`config.mk`:
```
export PLATFORM = sky130hd
export DESIGN_NAME = wrr_sched
export DESIGN_NICKNAME = d
export VERILOG_FILES = /design/src/rtl/wrr_sched.sv
export SDC_FILE = /design/constraint.sdc
export NUM_CORES = 1
export LEC_CHECK = 0
export CORE_UTILIZATION = 41
export DETAILED_ROUTE_END_ITERATION = 7
export MAX_ROUTING_LAYER = met4
export PLACE_DENSITY = 0.74
export SKIP_LAST_GASP = 1
export SLEW_MARGIN = 0
export SYNTH_ARGS = -nofsm -noshare
export SYNTH_HDL_FRONTEND = slang
export SYNTH_SLANG_ARGS = --single-unit
export TNS_END_PERCENT = 50
```
`constraint.sdc`:
```
create_clock -name CLK -period 1.7 [get_ports CLK]
set_input_delay 0.34 -clock CLK [delete_from_list [all_inputs] [get_ports CLK]]
set_output_delay 0.34 -clock CLK [all_outputs]
set_load 0.005 [all_outputs]
```
`src/rtl/wrr_sched.sv`:
```
// ---------------------------------------------------------------------------
// WrrSched: three-channel weighted round-robin burst scheduler.
//
// A channel that wins arbitration owns the downstream port for a burst of up
// to Weight[ch] beats (a weight of 0 counts as 1). A beat moves on every
// cycle where i_DataGrant_D, the grant and the channel's request are all high.
// The burst ends when its last beat moves or when the owner drops its request.
// Arbitration then moves straight to the next channel with no idle cycle.
//
// Ports:
//   CLK            in   clock, rising edge
//   ASynReset_N    in   asynchronous active-low reset
//   i_Req[2:0]     in   per-channel request (bit0=A, bit1=B, bit2=C)
//   i_Weight_A/B/C in   per-channel burst quota, WIDTH_W bits each
//   i_DataGrant_D  in   downstream ready
//   o_Grant[2:0]   out  registered one-hot grant, or all-zero when idle
//   o_Busy         out  high while a burst is being served
//   o_CurCh[1:0]   out  granted channel index, 0 when idle
//   o_Quota        out  beats left in the current burst, 0 when idle
// ---------------------------------------------------------------------------
module wrr_sched #(
  parameter int WIDTH_W = 4
) (
  input  logic               CLK,
  input  logic               ASynReset_N,
  input  logic [2:0]         i_Req,
  input  logic [WIDTH_W-1:0] i_Weight_A,
  input  logic [WIDTH_W-1:0] i_Weight_B,
  input  logic [WIDTH_W-1:0] i_Weight_C,
  input  logic               i_DataGrant_D,
  output logic [2:0]         o_Grant,
  output logic               o_Busy,
  output logic [1:0]         o_CurCh,
  output logic [WIDTH_W-1:0] o_Quota
);

  typedef enum logic {
    IDLE  = 1'b0,
    GRANT = 1'b1
  } state_e;

  localparam logic [WIDTH_W-1:0] QUOTA_ONE = WIDTH_W'(1);

  state_e             state_q, state_d;
  logic [2:0]         grant_q, grant_d;
  logic [1:0]         cur_q, cur_d;
  logic [1:0]         last_q, last_d;
  logic [WIDTH_W-1:0] quota_q, quota_d;

  logic [1:0]         cand1, cand2, sel;
  logic               anyReq, xfer, relBurst, doArb;
  logic [WIDTH_W-1:0] selWeight, loadQuota;

  function automatic logic [1:0] nextCh(input logic [1:0] c);
    return (c == 2'd2) ? 2'd0 : c + 2'd1;
  endfunction

  // Search order is last+1, last+2, last. Inside a burst last_q always equals
  // cur_q, so this one search serves both the idle start and the release
  // hand-over. The current owner is checked last, which means it only wins
  // again when nobody else is requesting.
  always_comb begin
    cand1  = nextCh(last_q);
    cand2  = nextCh(cand1);
    anyReq = |i_Req;
    if (i_Req[cand1]) begin
      sel = cand1;
    end else if (i_Req[cand2]) begin
      sel = cand2;
    end else begin
      sel = last_q;
    end
  end

  // The weight is sampled only when a burst is loaded. Zero is promoted to
  // one so that a granted channel always gets at least one beat.
  always_comb begin
    case (sel)
      2'd0:    selWeight = i_Weight_A;
      2'd1:    selWeight = i_Weight_B;
      default: selWeight = i_Weight_C;
    endcase
    loadQuota = (selWeight == '0) ? QUOTA_ONE : selWeight;
  end

  // Next-state logic. A final beat and a dropped request in the same cycle
  // form one release. The reload path runs before any decrement, so the
  // quota can never wrap below zero.
  always_comb begin
    state_d = state_q;
    grant_d = grant_q;
    cur_d   = cur_q;
    quota_d = quota_q;
    last_d  = last_q;

    xfer     = i_DataGrant_D & i_Req[cur_q];
    relBurst = (state_q == GRANT) &&
               (!i_Req[cur_q] || (xfer && (quota_q == QUOTA_ONE)));
    doArb    = (state_q == IDLE) || relBurst;

    if (doArb) begin
      if (anyReq) begin
        state_d = GRANT;
        grant_d = 3'b001 << sel;
        cur_d   = sel;
        quota_d = loadQuota;
        last_d  = sel;
      end else begin
        state_d = IDLE;
        grant_d = 3'b000;
        cur_d   = 2'd0;
        quota_d = '0;
      end
    end else if (xfer) begin
      quota_d = quota_q - QUOTA_ONE;
    end
  end

  // State registers. Reset points last_q at C so that A is searched first.
  always_ff @(posedge CLK or negedge ASynReset_N) begin
    if (!ASynReset_N) begin
      state_q <= IDLE;
      grant_q <= 3'b000;
      cur_q   <= 2'd0;
      quota_q <= '0;
      last_q  <= 2'd2;
    end else begin
      state_q <= state_d;
      grant_q <= grant_d;
      cur_q   <= cur_d;
      quota_q <= quota_d;
      last_q  <= last_d;
    end
  end

  assign o_Grant = grant_q;
  assign o_Busy  = (state_q == GRANT);
  assign o_CurCh = cur_q;
  assign o_Quota = quota_q;

endmodule
```
Word-level counts from Yosys, hierarchy flattened --
Cells that the tools add are included.
Word-level totals: register bits after elaboration 12, bits of input ports 18, output and inout port bits 10
Operators by class: $add $sub $neg 3, magnitude comparators 3, equal/unequal tests 4, shifts and indexed selects 1, mux-type cells 18, bitwise gates (word level) 2, reductions and logical operators 10
Operators by type and width (number):
- 2-to-1 mux 4 bit | 4
- 2-to-1 mux 2 bit | 5
- < comparator 2 x 3 -> 1 bit, second input constant | 3
- case mux 4 bit (2 select lines) | 1
- binary-select mux 1 bit (select 2 bit) | 3
- adder 2 x 1 -> 2 bit, second input constant | 2
- equality test 2 bit, second input constant | 2
- equality test 4 x 1 -> 1 bit, second input constant | 1
- zero test 4 bit | 1
- 2-to-1 mux 1 bit | 4
- subtractor 4 x 1 -> 4 bit, second input constant | 1
- 2-to-1 mux 3 bit | 1
- OR reduction 3 bit | 1
- left shift 1 x 2 -> 3 bit, first input constant | 1
- equality test 2 x 1 -> 1 bit, second input constant | 1
- logical AND 1 bit | 2
- zero test 2 bit | 1
- logical OR 1 bit | 2
- AND reduction 2 bit | 1
- nonzero test 2 bit | 1
- AND 1 bit | 1
- zero test 1 bit | 1
- inverter 1 bit | 1

Depth between registers and ports, before layout --
depth in word-level cells 14, mapped depth 8

Worst setup path before layout --
OpenSTA, ideal clock, no wires.
kind register to register, from reg last_q[1], to reg quota_q[0] (netlist: o_Quota[0]), arrival time 1.517 ns, required time 1.574 ns, setup slack 0.057 ns, stages on the path, launching flop included 7, buffers on the path 1, period minus slack after synthesis 1.643 ns, path through dfstp_2 buf_4 nor2_1 o32ai_4 mux2i_1 o221ai_2 a2bb2oi_2
On the way: word-level cells in the longest chain between the ends 14
Ends and longest elaborated chain:
- start: declaration | line 47 | logic [1:0] last_q, last_d;
- start signal: assignment | line 132 | last_q <= last_d;
- adder 2 x 1 -> 2 bit / equality test 2 bit (equally long branches) | line 55 | return (c == 2'd2) ? 2'd0 : c + 2'd1;
- 2-to-1 mux 2 bit | line 55
- adder 2 x 1 -> 2 bit / equality test 2 bit (equally long branches) | line 55
- 2-to-1 mux 2 bit | line 55
- binary-select mux 1 bit (select 2 bit) | line 68 | end else if (i_Req[cand2]) begin
- 2-to-1 mux 1 bit (not written as such) | line 68
- 2-to-1 mux 2 bit | line 68
- 2-to-1 mux 2 bit (*) | line 66 | if (i_Req[cand1]) begin
- equality test 2 x 1 -> 1 bit / zero test 2 bit (equally long branches) | line 78 | case (sel)
- case mux 4 bit (2 select lines) (*) | line 78
- zero test 4 bit | line 83 | loadQuota = (selWeight == '0) ? QUOTA_ONE : selWeight;
- 2-to-1 mux 4 bit (*) | line 83
- 2-to-1 mux 4 bit (*) | line 102 | if (anyReq) begin
- 2-to-1 mux 4 bit (*) | line 101 | if (doArb) begin
- end signal: assignment | line 131 | quota_q <= quota_d;
- end: declaration | line 48 | logic [WIDTH_W-1:0] quota_q, quota_d;
Mark *: on every way between the ends. The rest lies on a longest branch, timed or not. The select of a mux whose other input is x is not followed. A chain may end at the register's enable or synchronous reset.

Worst setup path in the final report --
Same ends and word-level chain as after synthesis.

==> out/results.tsv <==
metric	value	unit
status	finished with violations	
failing checks	negative setup slack	
Residual DRC	0	
post-route ant nets	0	
Max Freq	0.5845	GHz
crit path DAT	1870	ps
first-pass GRT wire length	4084	µm
pre-CTS WS	-475.2	ps
cell count after synthesis	107	
Synth top area share	30.01	%
endpoints failing setup	1	
syn nets	127	
Post-synth top cells	nor2_1 (18), nand2_1 (12), dfrtp_1 (11)	
worst-skew pair later-pin latency	270	ps
die area	2430	µm²
RSZ-0062 raised after global routing	true	
drt pass-1 iters	4	
max-cap violations	0	
Max VDD drop	927.0	µV
post-synthesis cell area	917.1	µm²
count leader, synth	nor2_1	
PortBufs	27	
Max Slew Vio Count	0	
gr usage total	22.84	%
# clock sinks	12	
CP max stage cell	dfstp_2	
hold slack	414.3	ps
gr ovfl total	0	
Syn. warnings	0	
crit path launch type	flip-flop	
htree depth	1	
Worst Path Max Fanout	7	
CP required	1860	ps
Avg Cell Area, Syn	8.571	µm²
Placed Cells	175	
worst-margin pin slew	540.4	ps
fin nets	175	
number of library cell types mapped by synthesis	39	
cells on worst reg2reg path	5	
layout cell share with drive strength beyond 1	29.87	%
routed vias	971	
overall routed net length	2483	µm
top_reg_cell synth	dfrtp_1	
Syn-to-layout area delta	55.80	%
mean routed wirelength per cell	13.72	µm
die width	49.30	µm
CP cell instances	nor2_4 -> o32ai_4 -> mux2i_1 -> o221ai_2 -> a2bb2oi_2	
total power	2245	µW
Post-Layout Cell Count	181	
CP endpoint kind	flip-flop	
largest stage delay on the critical path	620	ps
CTS tree	yes	
HPWL Detailed	1888	µm
P per Cell Area	1571	nW/µm²
Buf+Inv Stages, Crit Path	0	
Largest delay share family, worst path	compound AO/OA/AOI/OAI gates	
largest cells by area after synthesis	dfrtp_1 (30%), nor2_1 (7.4%), o21ai_0 (5.5%)	
die height	49.30	µm
fin crit share	100.6	%
Ant. Diodes	0	
RePlAce Congestion	0.8719	
P_leak	0.0006163	µW
Yosys reg bits	12	
Worst path depth	5	
vias in the first global route	916	
final setup margin	-10.76	ps
fin util	70.67	%
Hold Crit Class	in -> async	
FILL cells	154	
I/O pin cnt	28	
TritonCTS Buffers	3	
clock root cell	clkbuf_4	
Starting DRT DRC Count	24	
Hold Fails Final Rpt	0	
pin count of the biggest net entering global routing	13	
Post-synth EDFFs	0	
final worst path period need	1711	ps
WS Path Type	reg -> reg	
clk slew on worst S/H paths	80	ps
CORE AREA	2022	µm²
Setup Skew	3.680	ps
post-synth top area cell	dfrtp_1	
initial antenna violation count	0	
cell row count	16	
via/cell ratio	5.365	
CTS max path bufs	2	
async set or reset register ratio after synthesis	100.0	%
sequential fraction of the synthesis area	32.88	%
Slew headroom	63.86	%
initial core utilization	45.36	%
cts hold-fix bufs	0	
==> final timing paths <==
path,startpoint,end,slack [ps]
setup / recovery,last_q[1]$_DFFE_PN1P_,o_Quota[0]$_DFFE_PN0P_,-10
hold / removal,ASynReset_N,o_Busy$_DFFE_PN0N_,410
setup reg to reg,last_q[1]$_DFFE_PN1P_,o_Quota[0]$_DFFE_PN0P_,-10
hold reg to reg,o_Grant[1]$_DFFE_PN0N_,o_Grant[1]$_DFFE_PN0N_,490
max in group asynchronous,ASynReset_N,last_q[1]$_DFFE_PN1P_,920
min in group CLK,o_Grant[1]$_DFFE_PN0N_,o_Grant[1]$_DFFE_PN0N_,490
==> cell type report <==
| type | instances | area (µm²) | share of cell area (%) |
|---|---|---|---|
| clock buffers | 4 | 36.28 | 2.539 |
| multi-input cells | 83 | 610.6 | 42.73 |
| repair buffers | 47 | 416.7 | 29.16 |
| inverters | 8 | 30.03 | 2.102 |
| flip-flops and latches | 12 | 301.5 | 21.10 |
| well taps | 27 | 33.78 | 2.364 |
==> per-layer routing <==
metal | vias to the layer above | share of wire (%) | GRT usage (%)
li1 | 474 | - | -
met1 | 464 | 47 | 29.40
met2 | 29 | 48 | 36.99
met3 | 4 | 4.1 | 1.869
met4 | 0 | 0.85 | 8.824
met5 | - | 0 | -
==> registers in the layout, indices dropped and copies added (netlist names) <==
name	cells
o_Quota	4
o_Grant	3
last_q	2
o_CurCh	2
o_Busy	1
==> power breakdown <==
part	switching [µW]	leakage (µW)	total [µW]	internal, µW
Clock	98.2	0.0000210	228	130
Combinational	654	0.000451	1440	783
Sequential	156	0.000144	579	423
==> placed cells by master (no fill, tap or decap), types with 2 or more instances in the layout <==
cell,synthesis,layout
clkbuf_4,0,3
ha_1,2,2
o21ai_1,2,2
dlygate4sd2_1,0,3
nand2_1,12,12
o21ai_0,10,10
inv_1,7,7
nor2_1,18,15
mux2i_1,2,2
buf_4,3,20
a21oi_1,6,5
dfrtp_1,11,11
clkdlybuf4s50_1,0,24
o31ai_1,3,3
nor2b_1,2,2
nor2_2,0,2
==> cells by family after synthesis <==
logic type               after synthesis  synth area share [%]
AND/OR/NAND/NOR                       42                 22.78
AO/OA/AOI/OAI                         37                 33.15
buffers and inverters                 12                 6.275
flip-flops                            12                 32.88
multiplexers                           2                 2.183
adder cells (fa/ha/maj)                2                 2.728
==> worst reg2reg max path: cells and delay by family (launching register included) <==
family / cells / cell delay (ps)
AO/OA/AOI/OAI: 3 / 670
multiplexers: 1 / 270
flip-flops: 1 / 620
AND/OR/NAND/NOR: 1 / 50
==> metrics by stage <==
stage               cell area, µm²  setup TNS, ps
floorplan                    917.1              0
global placement              1329          -3509
detailed placement            1329          -3916
CTS                           1381              0
global route                  1429         -280.1
finish                        1429         -10.76
==> what timing repair did <==
action                     CTS  global route
pin swaps                    0             9
gates resized for setup      6             7
setup buffers                0             2
setup endpoints to repair   10             7
Power figures use the tool's default switching activity.
==> RTL edit (same settings) <==
Set the parameter `WIDTH_W` to 6 (it was 4).
--- a/src/rtl/wrr_sched.sv
+++ b/src/rtl/wrr_sched.sv
@@ -20,5 +20,5 @@
 // ---------------------------------------------------------------------------
 module wrr_sched #(
-  parameter int WIDTH_W = 4
+  parameter int WIDTH_W = 6
 ) (
   input  logic               CLK,
Ports: changed (resized i_Weight_A, i_Weight_B, i_Weight_C and o_Quota); port bits go from 28 to 36. The function was not compared with the original's and may differ.
==> RTL edit against the original RTL <==
- setup slack lost 0.19 ns
- area after synthesis grew 13%
- global-route usage grew 4.7 points
- first-iteration DRC count grew 13%
- routed wire length grew 30%
- power grew 22%
- the run still ends with setup timing left
- largest cell class unchanged
- cell area grew 19%
- final cell count grew 19%
- largest power group unchanged
- sequential cell count grew 2
==> RTL edit: results (changes against the original RTL) <==
- Status: finished with violations
- Failing checks: setup timing
- Met3 GRT Util: 4.35% (+2.5 points)
- DR WL met3: 162 um (+57%)
- Clk_skew: 0.000952 ns (-0.00273 ns)
- Met2 wire len: 1630 um (+36%)
- Metal-1 WL: 1390 um (+20%)
- Final setup viols: 6 (+5)
- Xor/xnor cell area share of the yosys netlist: 0.844% (+0.84 points)
- Inst Count DP: 208 (+19%)
- Pwr dens: 1610 nW/um^2 (+2.6%)
- Peak supply drop: 0.00118 V (+27%)
- Dominant cells by area after synthesis: dfrtp_1 31%, nand2_1 7.6%, o21ai_0 6.3%
- Internal: 1.66 mW (+24%)
- Yosys cell types: 40 (+2.6%)
- Vias/cell: 5.50 (+2.5%)
- Final setup margin: -0.200 ns (-0.189 ns)
- Mux cell area share after synthesis: 4.95% (+2.8 points)
- GP Congestion: 0.920 (+5.5%)
- Dpl cell area: 1570 sq um (+18%)
- Largest net degree at the start of global routing: 15 (+2)
- Setup_tns: -0.798 ns (-0.787 ns)
- First-pass GRT wire length: 5420 um (+33%)
- Share of cells above drive strength 1: 30.3% (+0.45 points)
- Worst-Margin Slew: 0.434 ns (-0.106 ns)
==> RTL edit: changes by cell type in the layout (fill, tap and decap cells not counted), sizes merged, moves of 2 or more <==
cell	change
o211ai	+7
a22oi	+2
nand3	+3
clkdlybuf4s50	+8
buf	+11
o21ai	+2
nand2	+10
a21oi	+3
inv	-4
dfrtp	+2
mux2i	+2
nor2	-8
a221oi	-2
==> RTL edit: final timing paths <==
check	from	end	slack, ns	cells after the start
max in group asynchronous	ASynReset_N	last_q[1]	1.11	2
worst max-delay path	last_q[1]	o_Quota[0]	-0.20	5
worst min register to register	o_Grant[1]	o_Grant[1]	0.48	2
worst min-delay path	ASynReset_N	o_Busy	0.36	2
worst max register to register	last_q[1]	o_Quota[0]	-0.20	5
min in group CLK	o_Grant[1]	o_Grant[1]	0.48	2
==> RTL edit: logic make-up (layout without fill, tap and decap cells) <==
kind of cell / after synthesis / after routing
fa+ha+maj: 2 / 2
mux: 5 / 5
buf+inv: 11 / 74
xor+xnor: 1 / 1
compound gates: 43 / 43
simple gates: 49 / 49
flops: 14 / 14
==> RTL edit: critical path, cell delays in order (launching register included) <==
cell and delay [ns]:
dfstp_2 0.58, and2b_1 0.19, a22oi_2 0.37, a21oi_2 0.12, or4_4 0.43, o211ai_2 0.14
==> RTL edit: cell type report <==
type | count | area [sq um]
Multi-Input combinational cell | 100 | 671
Timing Repair Buffer | 66 | 598
Fill cell | 176 | 591
Sequential cell | 14 | 352
Clock buffer | 4 | 36.3
Tap cell | 28 | 35.0
Inverter | 4 | 15.0
==> RTL edit: repair_timing <==
action                     in CTS  in global routing
pin swaps                       7                  7
setup endpoints to repair      10                 14
buffers inserted                5                  1
resized for setup              12                 10
